<file path="config.mk">
export PLATFORM = sky130hd
export DESIGN_NAME = fifo_uart_readout_flat
export DESIGN_NICKNAME = d
export VERILOG_FILES = /design/src/rtl/la_pkg.sv /design/src/rtl/fifo_uart_readout_if.sv /design/src/rtl/fifo_uart_readout_uart_tx_byte.sv /design/src/rtl/fifo_uart_readout.sv /design/src/flat_wrapper.sv
export SDC_FILE = /design/constraint.sdc
export NUM_CORES = 1
export LEC_CHECK = 0
export CAP_MARGIN = 5
export CORE_MARGIN = 2
export CORE_UTILIZATION = 60
export CTS_BUF_LIST = sky130_fd_sc_hd__clkbuf_4 sky130_fd_sc_hd__clkbuf_8
export DETAILED_ROUTE_END_ITERATION = 8
export PLACE_DENSITY = 0.88
export SLEW_MARGIN = 10
export SYNTH_ARGS = -nofsm -noshare
export SYNTH_HDL_FRONTEND = slang
export SYNTH_SLANG_ARGS = --single-unit
</file>
<file path="constraint.sdc">
create_clock -name i_clk -period 2.9 [get_ports i_clk]
set_input_delay 0.435 -clock i_clk [delete_from_list [all_inputs] [get_ports i_clk]]
set_output_delay 0.435 -clock i_clk [all_outputs]
set_load 0.005 [all_outputs]
</file>
<file path="src/rtl/la_pkg.sv">
// la_pkg: shared FSM encoding and framing constants for the FIFO UART readout (FRAME_HEADER_EN adds a sync byte)
package la_pkg;
    typedef enum logic [2:0] {IDLE, REQ, LATCH, SEND, DONE} state_e;
    localparam logic [7:0] SYNC_BYTE = 8'hA5;
    localparam int BYTES_PER_WORD = 4;
    localparam int DEFAULT_CLKS_PER_BIT = 434;
`ifdef FRAME_HEADER_EN
    localparam int HDR_BYTES = 1;
`else
    localparam int HDR_BYTES = 0;
`endif
    localparam int FRAME_BYTES = BYTES_PER_WORD + HDR_BYTES;
endpackage

</file>
<file path="src/rtl/fifo_uart_readout_if.sv">
// fifo_uart_readout_if: channel FIFO read handshake (empty flag, read data, read strobe)
interface fifo_uart_readout_if;
    logic        fifo_empty;
    logic [31:0] fifo_q;
    logic        fifo_rdreq;
    modport master(input fifo_empty, input fifo_q, output fifo_rdreq);
    modport slave(output fifo_empty, output fifo_q, input fifo_rdreq);
endinterface

</file>
<file path="src/rtl/fifo_uart_readout_uart_tx_byte.sv">
// uart_tx_byte: 8N1 byte serialiser; done pulses in the last cycle of the stop bit so a new byte can start back-to-back
module uart_tx_byte
    import la_pkg::*;
#(
    parameter int CLKS_PER_BIT = DEFAULT_CLKS_PER_BIT
) (
    input  logic       i_clk,
    input  logic       _mrst,
    input  logic       start,
    input  logic [7:0] data,
    output logic       tx,
    output logic       done
);
    localparam int CW = (CLKS_PER_BIT > 1) ? $clog2(CLKS_PER_BIT) : 1;
    localparam logic [CW-1:0] LAST = CW'(CLKS_PER_BIT - 1);
    logic          active_q, active_d;
    logic [9:0]    shift_q, shift_d;
    logic [3:0]    bit_q, bit_d;
    logic [CW-1:0] cnt_q, cnt_d;
    logic          tick;
    // bit-period timing, shift-out and end-of-frame detection
    always_comb begin
        tick     = active_q && cnt_q == LAST;
        done     = tick && bit_q == 4'd9;
        tx       = active_q ? shift_q[0] : 1'b1;
        active_d = active_q;
        shift_d  = shift_q;
        bit_d    = bit_q;
        cnt_d    = cnt_q;
        if (start && (!active_q || done)) begin
            active_d = 1'b1;
            shift_d  = {1'b1, data, 1'b0};
            bit_d    = '0;
            cnt_d    = '0;
        end else if (tick) begin
            active_d = bit_q != 4'd9;
            shift_d  = shift_q >> 1;
            bit_d    = bit_q + 4'd1;
            cnt_d    = '0;
        end else if (active_q)
            cnt_d = cnt_q + 1'b1;
    end
    // serialiser registers, synchronous active-low reset
    always_ff @(posedge i_clk)
        if (!_mrst) begin
            active_q <= 1'b0;
            shift_q  <= '1;
            bit_q    <= '0;
            cnt_q    <= '0;
        end else begin
            active_q <= active_d;
            shift_q  <= shift_d;
            bit_q    <= bit_d;
            cnt_q    <= cnt_d;
        end
endmodule

</file>
<file path="src/rtl/fifo_uart_readout.sv">
// fifo_uart_readout: drains 32-bit FIFO words and sends each LSB-first over UART 8N1 (FRAME_HEADER_EN prepends 0xA5)
module fifo_uart_readout
    import la_pkg::*;
#(
    parameter int CLKS_PER_BIT = DEFAULT_CLKS_PER_BIT,
    parameter int COUNT_W      = 16
) (
    input  logic                  i_clk,
    input  logic                  _mrst,
    input  logic                  i_enable,
    fifo_uart_readout_if.master   fifo,
    output logic                  o_tx,
    output logic                  o_busy,
    output logic [COUNT_W-1:0]    o_words_sent
);
    localparam logic [2:0] LAST_IDX = 3'(FRAME_BYTES - 1);
    localparam logic [2:0] HDR      = 3'(HDR_BYTES);
    state_e               state_q, state_d;
    logic                 rdreq_q, rdreq_d;
    logic [31:0]          word_q, word_d;
    logic [2:0]           idx_q, idx_d;
    logic [COUNT_W-1:0]   words_q, words_d;
    logic                 start, done;
    logic [7:0]           data;
    logic [2:0]           nxt;
    // FSM next state, read strobe and byte sequencing; idx counts wire bytes including the header
    always_comb begin
        state_d = state_q;
        rdreq_d = 1'b0;
        word_d  = word_q;
        idx_d   = idx_q;
        words_d = words_q;
        start   = 1'b0;
        nxt     = idx_q + 3'd1 - HDR;
        data    = 8'(word_q >> {nxt, 3'b000});
        case (state_q)
            IDLE: if (i_enable && !fifo.fifo_empty) begin
                state_d = REQ;
                rdreq_d = 1'b1;
            end
            REQ: state_d = LATCH;
            LATCH: begin
                word_d  = fifo.fifo_q;
                idx_d   = '0;
                start   = 1'b1;
                data    = (HDR_BYTES != 0) ? SYNC_BYTE : fifo.fifo_q[7:0];
                state_d = SEND;
            end
            SEND: if (done) begin
                if (idx_q == LAST_IDX)
                    state_d = DONE;
                else begin
                    idx_d = idx_q + 3'd1;
                    start = 1'b1;
                end
            end
            DONE: begin
                words_d = words_q + 1'b1;
                state_d = IDLE;
            end
            default: state_d = IDLE;
        endcase
    end
    // state and datapath registers, synchronous active-low reset
    always_ff @(posedge i_clk)
        if (!_mrst) begin
            state_q <= IDLE;
            rdreq_q <= 1'b0;
            word_q  <= '0;
            idx_q   <= '0;
            words_q <= '0;
        end else begin
            state_q <= state_d;
            rdreq_q <= rdreq_d;
            word_q  <= word_d;
            idx_q   <= idx_d;
            words_q <= words_d;
        end
    assign fifo.fifo_rdreq = rdreq_q;
    assign o_busy          = state_q != IDLE;
    assign o_words_sent    = words_q;
    uart_tx_byte #(.CLKS_PER_BIT(CLKS_PER_BIT)) u_tx (
        .i_clk(i_clk),
        ._mrst(_mrst),
        .start(start),
        .data(data),
        .tx(o_tx),
        .done(done)
    );
endmodule

</file>
<file path="src/flat_wrapper.sv">
// flat-port wrapper written by rule: the top's interface ports become plain ports
module fifo_uart_readout_flat import la_pkg::*;
#(
    parameter int CLKS_PER_BIT = DEFAULT_CLKS_PER_BIT,
    parameter int COUNT_W      = 16
)
  (i_clk, _mrst, i_enable, o_tx, o_busy, o_words_sent, fifo_fifo_empty, fifo_fifo_q, fifo_fifo_rdreq);
  fifo_uart_readout_if fifo_i ();
  input  logic i_clk;
  input  logic _mrst;
  input  logic i_enable;
  output logic o_tx;
  output logic o_busy;
  output logic [COUNT_W-1:0] o_words_sent;
  input wire logic [$bits(fifo_i.fifo_empty)-1:0] fifo_fifo_empty;
  input wire logic [$bits(fifo_i.fifo_q)-1:0] fifo_fifo_q;
  output wire logic [$bits(fifo_i.fifo_rdreq)-1:0] fifo_fifo_rdreq;
  assign fifo_i.fifo_empty = fifo_fifo_empty;
  assign fifo_i.fifo_q = fifo_fifo_q;
  assign fifo_fifo_rdreq = fifo_i.fifo_rdreq;
  fifo_uart_readout #(.CLKS_PER_BIT(CLKS_PER_BIT), .COUNT_W(COUNT_W)) u_core (.i_clk(i_clk), ._mrst(_mrst), .i_enable(i_enable), .fifo(fifo_i), .o_tx(o_tx), .o_busy(o_busy), .o_words_sent(o_words_sent));
endmodule
</file>
==> Yosys cells after proc, flatten, opt, wreduce, memory -nomap -nowiden <==
Index checks and enable logic that the tools add are counted.
{ "totals": {"reg_bits": 79, "latchBits": 0, "mem_bits_rw": 0, "romBits": 0, "inputBits": 36, "out_inout_bits": 19, "wordCells": 61, "mem_count": 0} }
{ "op_classes": {"addsub": 4, "n_mul": 0, "div": 0, "magnitude_cmp": 0, "n_eq_ne": 12, "shifts": 1, "n_mux": 17, "bitwise_logic": 1, "reduce_logical": 16} }
{ "op_table": {"columns": ["op", "n"], "rows": [
  ["right shift 32 x 6 -> 8 bit", 1],
  ["two-way mux 9 bit", 2],
  ["adder 16 x 1 -> 16 bit (second input constant)", 1],
  ["two-way mux 3 bit", 5],
  ["case mux 3 bit (4 select lines)", 1],
  ["adder 9 x 1 -> 9 bit (second input constant)", 1],
  ["equality test 3 x 2 -> 1 bit (second input constant)", 3],
  ["equality test 9 bit (second input constant)", 1],
  ["two-way mux 8 bit", 1],
  ["two-way mux 1 bit", 6],
  ["inequality test 2 x 1 -> 1 bit (second input constant)", 3],
  ["case mux 3 bit (2 select lines)", 1],
  ["AND reduction 3 bit", 2],
  ["adder 4 x 1 -> 4 bit (second input constant)", 1],
  ["equality test 4 bit (second input constant)", 1],
  ["logical AND 1 bit", 4],
  ["inequality test 4 bit (second input constant)", 1],
  ["nonzero test 2 bit", 2],
  ["adder 3 x 1 -> 3 bit (second input constant)", 1],
  ["equality test 3 x 1 -> 1 bit (second input constant)", 1],
  ["equality test 3 bit (second input constant)", 1],
  ["logical NOT 3 bit", 1],
  ["nonzero test 3 bit", 1],
  ["OR reduction 3 bit", 1],
  ["other kinds (7)", 8]
]} }

==> Logic depth before layout (Yosys ltp) <==
{ "logic_depth": {"ltp_word": 7, "mapped_depth": 8, "mapped_depth_nobuf": 6} }

==> By module <==
From an unflattened synthesis, not the netlist that was laid out.
{ "unflattened": {"hier_cells": 402, "hier_area_um2": 3557.2} }
{ "by_module_without_submodules": {"columns": ["module", "n_inst", "cells_each", "area_each_um2", "seq_area_each_um2"], "rows": [
  ["fifo_uart_readout", 1, 289, 2434.8, 1101.1],
  ["uart_tx_byte", 1, 113, 1122.3, 480.5]
]} }

==> Worst setup path after synthesis <==
No wires, ideal clock.
{ "synth_path": {"path_type": "register to register", "start": "register u_core.u_tx.cnt_q[2]", "end": "register u_core.u_tx.shift_q[0]", "setup_time_ns": 0.114, "t_arrival_ns": 1.780, "required_ns": 2.786, "slack_ns": 1.006, "path_stages_with_launch": 5, "path_buffers": 0, "synth_period_minus_slack_ns": 1.894, "path_cell_list": "dfxtp_1 -> or4b_4 -> nor3_4 -> mux2_4 -> a21o_1"} }
{ "synth_between": {"elab_chain_len": 7, "elab_cells_between_ends": 9, "cone_classes": "eq/ne (1); mux (3); reduce/logical (5)"} }
{ "synth_lines": {"columns": ["element", "line", "text"], "rows": [
  ["start, declared", "fifo_uart_readout_uart_tx_byte.sv:19", "logic [CW-1:0] cnt_q, cnt_d;"],
  ["start signal, assigned", "fifo_uart_readout_uart_tx_byte.sv:54", "cnt_q <= cnt_d;"],
  ["equality test 9 bit (*)", "fifo_uart_readout_uart_tx_byte.sv:23", "tick = active_q && cnt_q == LAST;"],
  ["logical AND 1 bit (*)", "fifo_uart_readout_uart_tx_byte.sv:23", null],
  ["logical AND 1 bit", "fifo_uart_readout_uart_tx_byte.sv:24", "done = tick && bit_q == 4'd9;"],
  ["two-way mux 1 bit", "fifo_uart_readout.sv:49", "SEND: if (done) begin"],
  ["case mux 1 bit (2 select lines)", "fifo_uart_readout.sv:36", "case (state_q)"],
  ["logical AND 1 bit", "fifo_uart_readout_uart_tx_byte.sv:30", "if (start && (!active_q || done)) begin"],
  ["two-way mux 9 bit or nonzero test 2 bit (tied branches)", null, null],
  ["end signal, assigned", "fifo_uart_readout_uart_tx_byte.sv:52", "shift_q <= shift_d;"],
  ["end, declared", "fifo_uart_readout_uart_tx_byte.sv:17", "logic [9:0] shift_q, shift_d;"]
]} }
Mark *: on every way between the ends. The rest lies on a longest branch, timed or not.
A chain may end at the register's enable or synchronous reset.

==> Worst setup path in the final report <==
{ "layout_path": {"start": "register u_core.idx_q[0]", "end": "register u_core.idx_q[0]"} }
{ "layout_between": {"elab_chain_len": 4, "elab_cells_between_ends": 7, "cone_classes": "add/sub (1); eq/ne (2); mux (3); reduce/logical (1)"} }
{ "layout_lines": {"columns": ["element", "line", "text"], "rows": [
  ["start, declared", "fifo_uart_readout.sv:21", "logic [2:0] idx_q, idx_d;"],
  ["start signal, assigned", "fifo_uart_readout.sv:76", "idx_q <= idx_d;"],
  ["adder 3 x 1 -> 3 bit", "fifo_uart_readout.sv:53", "idx_d = idx_q + 3'd1;"],
  ["two-way mux 3 bit", "fifo_uart_readout.sv:50", "if (idx_q == LAST_IDX)"],
  ["two-way mux 3 bit", "fifo_uart_readout.sv:49", null],
  ["case mux 3 bit (2 select lines)", "fifo_uart_readout.sv:36", null]
]} }
Several ways; a longest one is shown, not always the timed one. The select of a mux whose other input is x is not followed.

==> results.py <==
metrics = {
    "placement": {
        "gpl.final_weighted_congestion": 0.825,
        "io_buffers": 54,
        "detailedPlacementHpwl_um": 5470,
    },
    "cts": {
        "holdBufCountCts": 0,
        "cts_tree": "done",
        "clock_tree.htree_level_count": 3,
        "clk_latency_ns": 0.34,
        "clk_pin_slew_ns": 0.08,
        "cts-resized-gates": 0,
        "ctsLongestPathBuffers": 2,
        "cts_setup_buffers": 0,
        "clock_sink_count": 79,
        "cts-buffers-inserted": 9,
        "clk_root_buffer_cell": "clkbuf_8",
    },
    "synth": {
        "yosys_most_used_dff": "dfxtp_1",
        "synth_edf_count": 0,
        "synth-seq-cells": 79,
        "synth_area_per_cell_um2": 8.73,
        "post-synth-top-count-cell": "nand2_1",
        "synth.top_cells.by_count": "nand2_1, dfxtp_1, a21oi_1, nor2_1, clkbuf_1",
        "syn_inst": 405,
        "post_synth_design_cell_area_mm2": 0.00354,
        "post_synthesis_async_set_or_reset_flop_share": 0,
        "synthDistinctLibCells": 43,
        "yosysWarningCount": 0,
        "synth.yosys.seq_area_share": 0.447,
        "synth.top_cells.by_area": "dfxtp_1, nand2_1, a21oi_1",
        "synth.net_count": 448,
        "synth.top_cell.area_share": 0.447,
        "synth_area_leader_cell": "dfxtp_1",
    },
    "route": {
        "wire_length_reported_by_the_detailed_router_um": 7960,
        "detailed_router_iteration_count_before_antenna_repair": 5,
        "viasPerCell": 5.88,
        "detail_route.wl_per_cell_um": 15.0,
        "route.antenna.remaining_nets": 0,
        "drt_iter0_markers": 254,
        "detail_route.drc_violations": 0,
        "vias": 3108,
    },
    "floorplanning": {
        "die_width_um": 80.8,
        "initial_core_util": 0.631,
        "y_dimension_of_the_die_um": 80.8,
        "num_io_pins": 55,
        "fp-row-count": 27,
        "core_area_mm2": 0.00561,
        "design.die.area_mm2": 0.00652,
    },
    "job": {
        "drv.max_cap_violation_count": 0,
    },
    "critical_path": {
        "worst-path-max-fanout": 11,
        "critical_path_arrival_ns": 2.36,
        "reg2regPathDepth": 6,
        "timing.setup.critical_path_class": "reg2reg",
        "end_kind": "flip-flop",
        "timing.critical_path.from": "u_core.idx_q[0]$_SDFFE_PN0P_",
        "cp-start-kind": "flip-flop",
        "regToRegStartpoint": "u_core.idx_q[0]$_SDFFE_PN0P_",
        "critical_path_required_ns": 3.17,
    },
    "sta": {
        "timing.final.crit_period_ns": 2.09,
        "worst_hold_slack_ns": 0.463,
        "worst_margin_pin_slew_ns": 0.551,
        "max-slew-margin-rel": 0.629,
        "fin_worst_skew_ns": 0.0107,
        "slew_viol_final": 0,
        "final.period_utilization": 0.721,
        "achievable-frequency_mhz": 478,
        "rsz0062_at_grt": "false",
        "finalSetupTns_ns": 0,
        "finalSetupViolations": 0,
        "final-hold-violation-count": 0,
    },
    "final_layout": {
        "syn_to_final_growth_pct": 22.7,
        "share_of_layout_cells_above_drive_strength_1": 0.0810,
        "n_antenna_cell": 0,
        "nNetsFinal": 495,
    },
    "global_route": {
        "grt_first_pass_wirelength_um": 13300,
        "grt_overflow": 0,
        "grt_antenna_before_repair": 0,
        "track_usage": 0.264,
        "first_global_vias": 2918,
        "grt_start_max_net_pins": 39,
    },
    "power_and_ir_drop": {
        "ir_drop_uv": 503,
        "p_leak_uw": 0.00153,
        "power_per_cell_area_mw_per_mm2": 530,
    },
    "worst_hold_path": {
        "hp-class": "reg2reg",
        "min_from": "u_core.word_q[17]$_SDFFE_PN0P_",
        "min_delay_path_depth": 2,
    },
    "outcome": {
        "run_status": "complete, no violations",
    },
}
## worst max-delay path, cell delays in order (launching register included)
cell and delay (ns):
dfxtp_1 0.45, ha_1 0.27, ha_1 0.20, nand2b_1 0.16, or3_1 0.44, or3_1 0.35, a21oi_1 0.15
## kinds of logic (layout without fill, tap and decap cells)
logic type,Yosys count,in the layout,share of synthesized area
adders and majority gates,7,7,0.0248
xor gates and xnor gates,19,19,0.0471
buffers and inverters,34,86,0.0372
and+or+nand+nor,176,176,0.241
AOI/OAI and AO/OA,70,70,0.116
DFF,79,79,0.447
muxes,20,20,0.0863
## worst paths after layout
check                              endpoint  slack (ns)
max            u_core.idx_q[0]$_SDFFE_PN0P_        0.81
min          u_core.word_q[17]$_SDFFE_PN0P_        0.46
max reg2reg    u_core.idx_q[0]$_SDFFE_PN0P_        0.81
min reg2reg  u_core.word_q[17]$_SDFFE_PN0P_        0.46
## per-stage QoR
stage,total power (uW),utilization,instance area [um2],instances,setup WS [ns]
after CTS,2310,0.774,4340,529,0.824
final,2300,0.774,4340,529,0.809
after global placement,1420,0.735,4120,513,0.912
after floorplan,1330,-,3540,405,1.01
after global routing,2380,0.774,4340,529,0.671
after detailed placement,1430,0.735,4120,513,0.850
## flip-flops by register name (all words and copies together), names as in the netlist
signal / count
u_core.word_q: 32
u_core.o_words_sent: 16
u_core.u_tx.shift_q: 10
u_core.u_tx.cnt_q: 9
u_core.u_tx.bit_q: 4
u_core.idx_q: 3
u_core.state_q: 3
u_core.fifo.fifo_rdreq: 1
u_core.u_tx.active_q: 1
## cell type report
type                    instances  area [um2]
multi-input cells             292        1830
flip-flops and latches         79        1580
fillers                       404        1270
repair buffers                 60         586
clock buffers                  10         131
well taps                      72        90.1
clock inverters                 6        83.8
inverters                      10        37.5
## layout by cell type (no fill, tap or decap), types with 8 or more instances in the layout
| master | netlist | final |
|---|---|---|
| nand2_1 | 90 | 90 |
| dfxtp_1 | 79 | 79 |
| clkdlybuf4s50_1 | 0 | 54 |
| a21oi_1 | 44 | 44 |
| nor2_1 | 21 | 21 |
| xnor2_1 | 14 | 14 |
| mux2i_1 | 11 | 11 |
| nand3_1 | 10 | 10 |
| clkbuf_8 | 0 | 9 |
| inv_1 | 8 | 8 |
| nand2b_1 | 8 | 8 |
| mux4_2 | 8 | 8 |
| a32oi_1 | 8 | 8 |
| nor4_1 | 8 | 8 |
## layer usage
layer  track usage  up-vias  part of all wire
li1              -     1509                 -
met1         0.340     1478              0.44
met2         0.434      101              0.49
met3        0.0478       20             0.050
met4         0.124        0             0.024
met5             0        -                 0
## where the power goes
part | internal (uW) | switching, uW | leakage [uW] | total (uW)
Sequential | 1130 | 42.1 | 0.000641 | 1180
Combinational | 114 | 119 | 0.000776 | 233
Clock | 493 | 397 | 0.000114 | 890
Total | 1740 | 558 | 0.00153 | 2300
No activity file was read; power rests on OpenSTA's default activity.
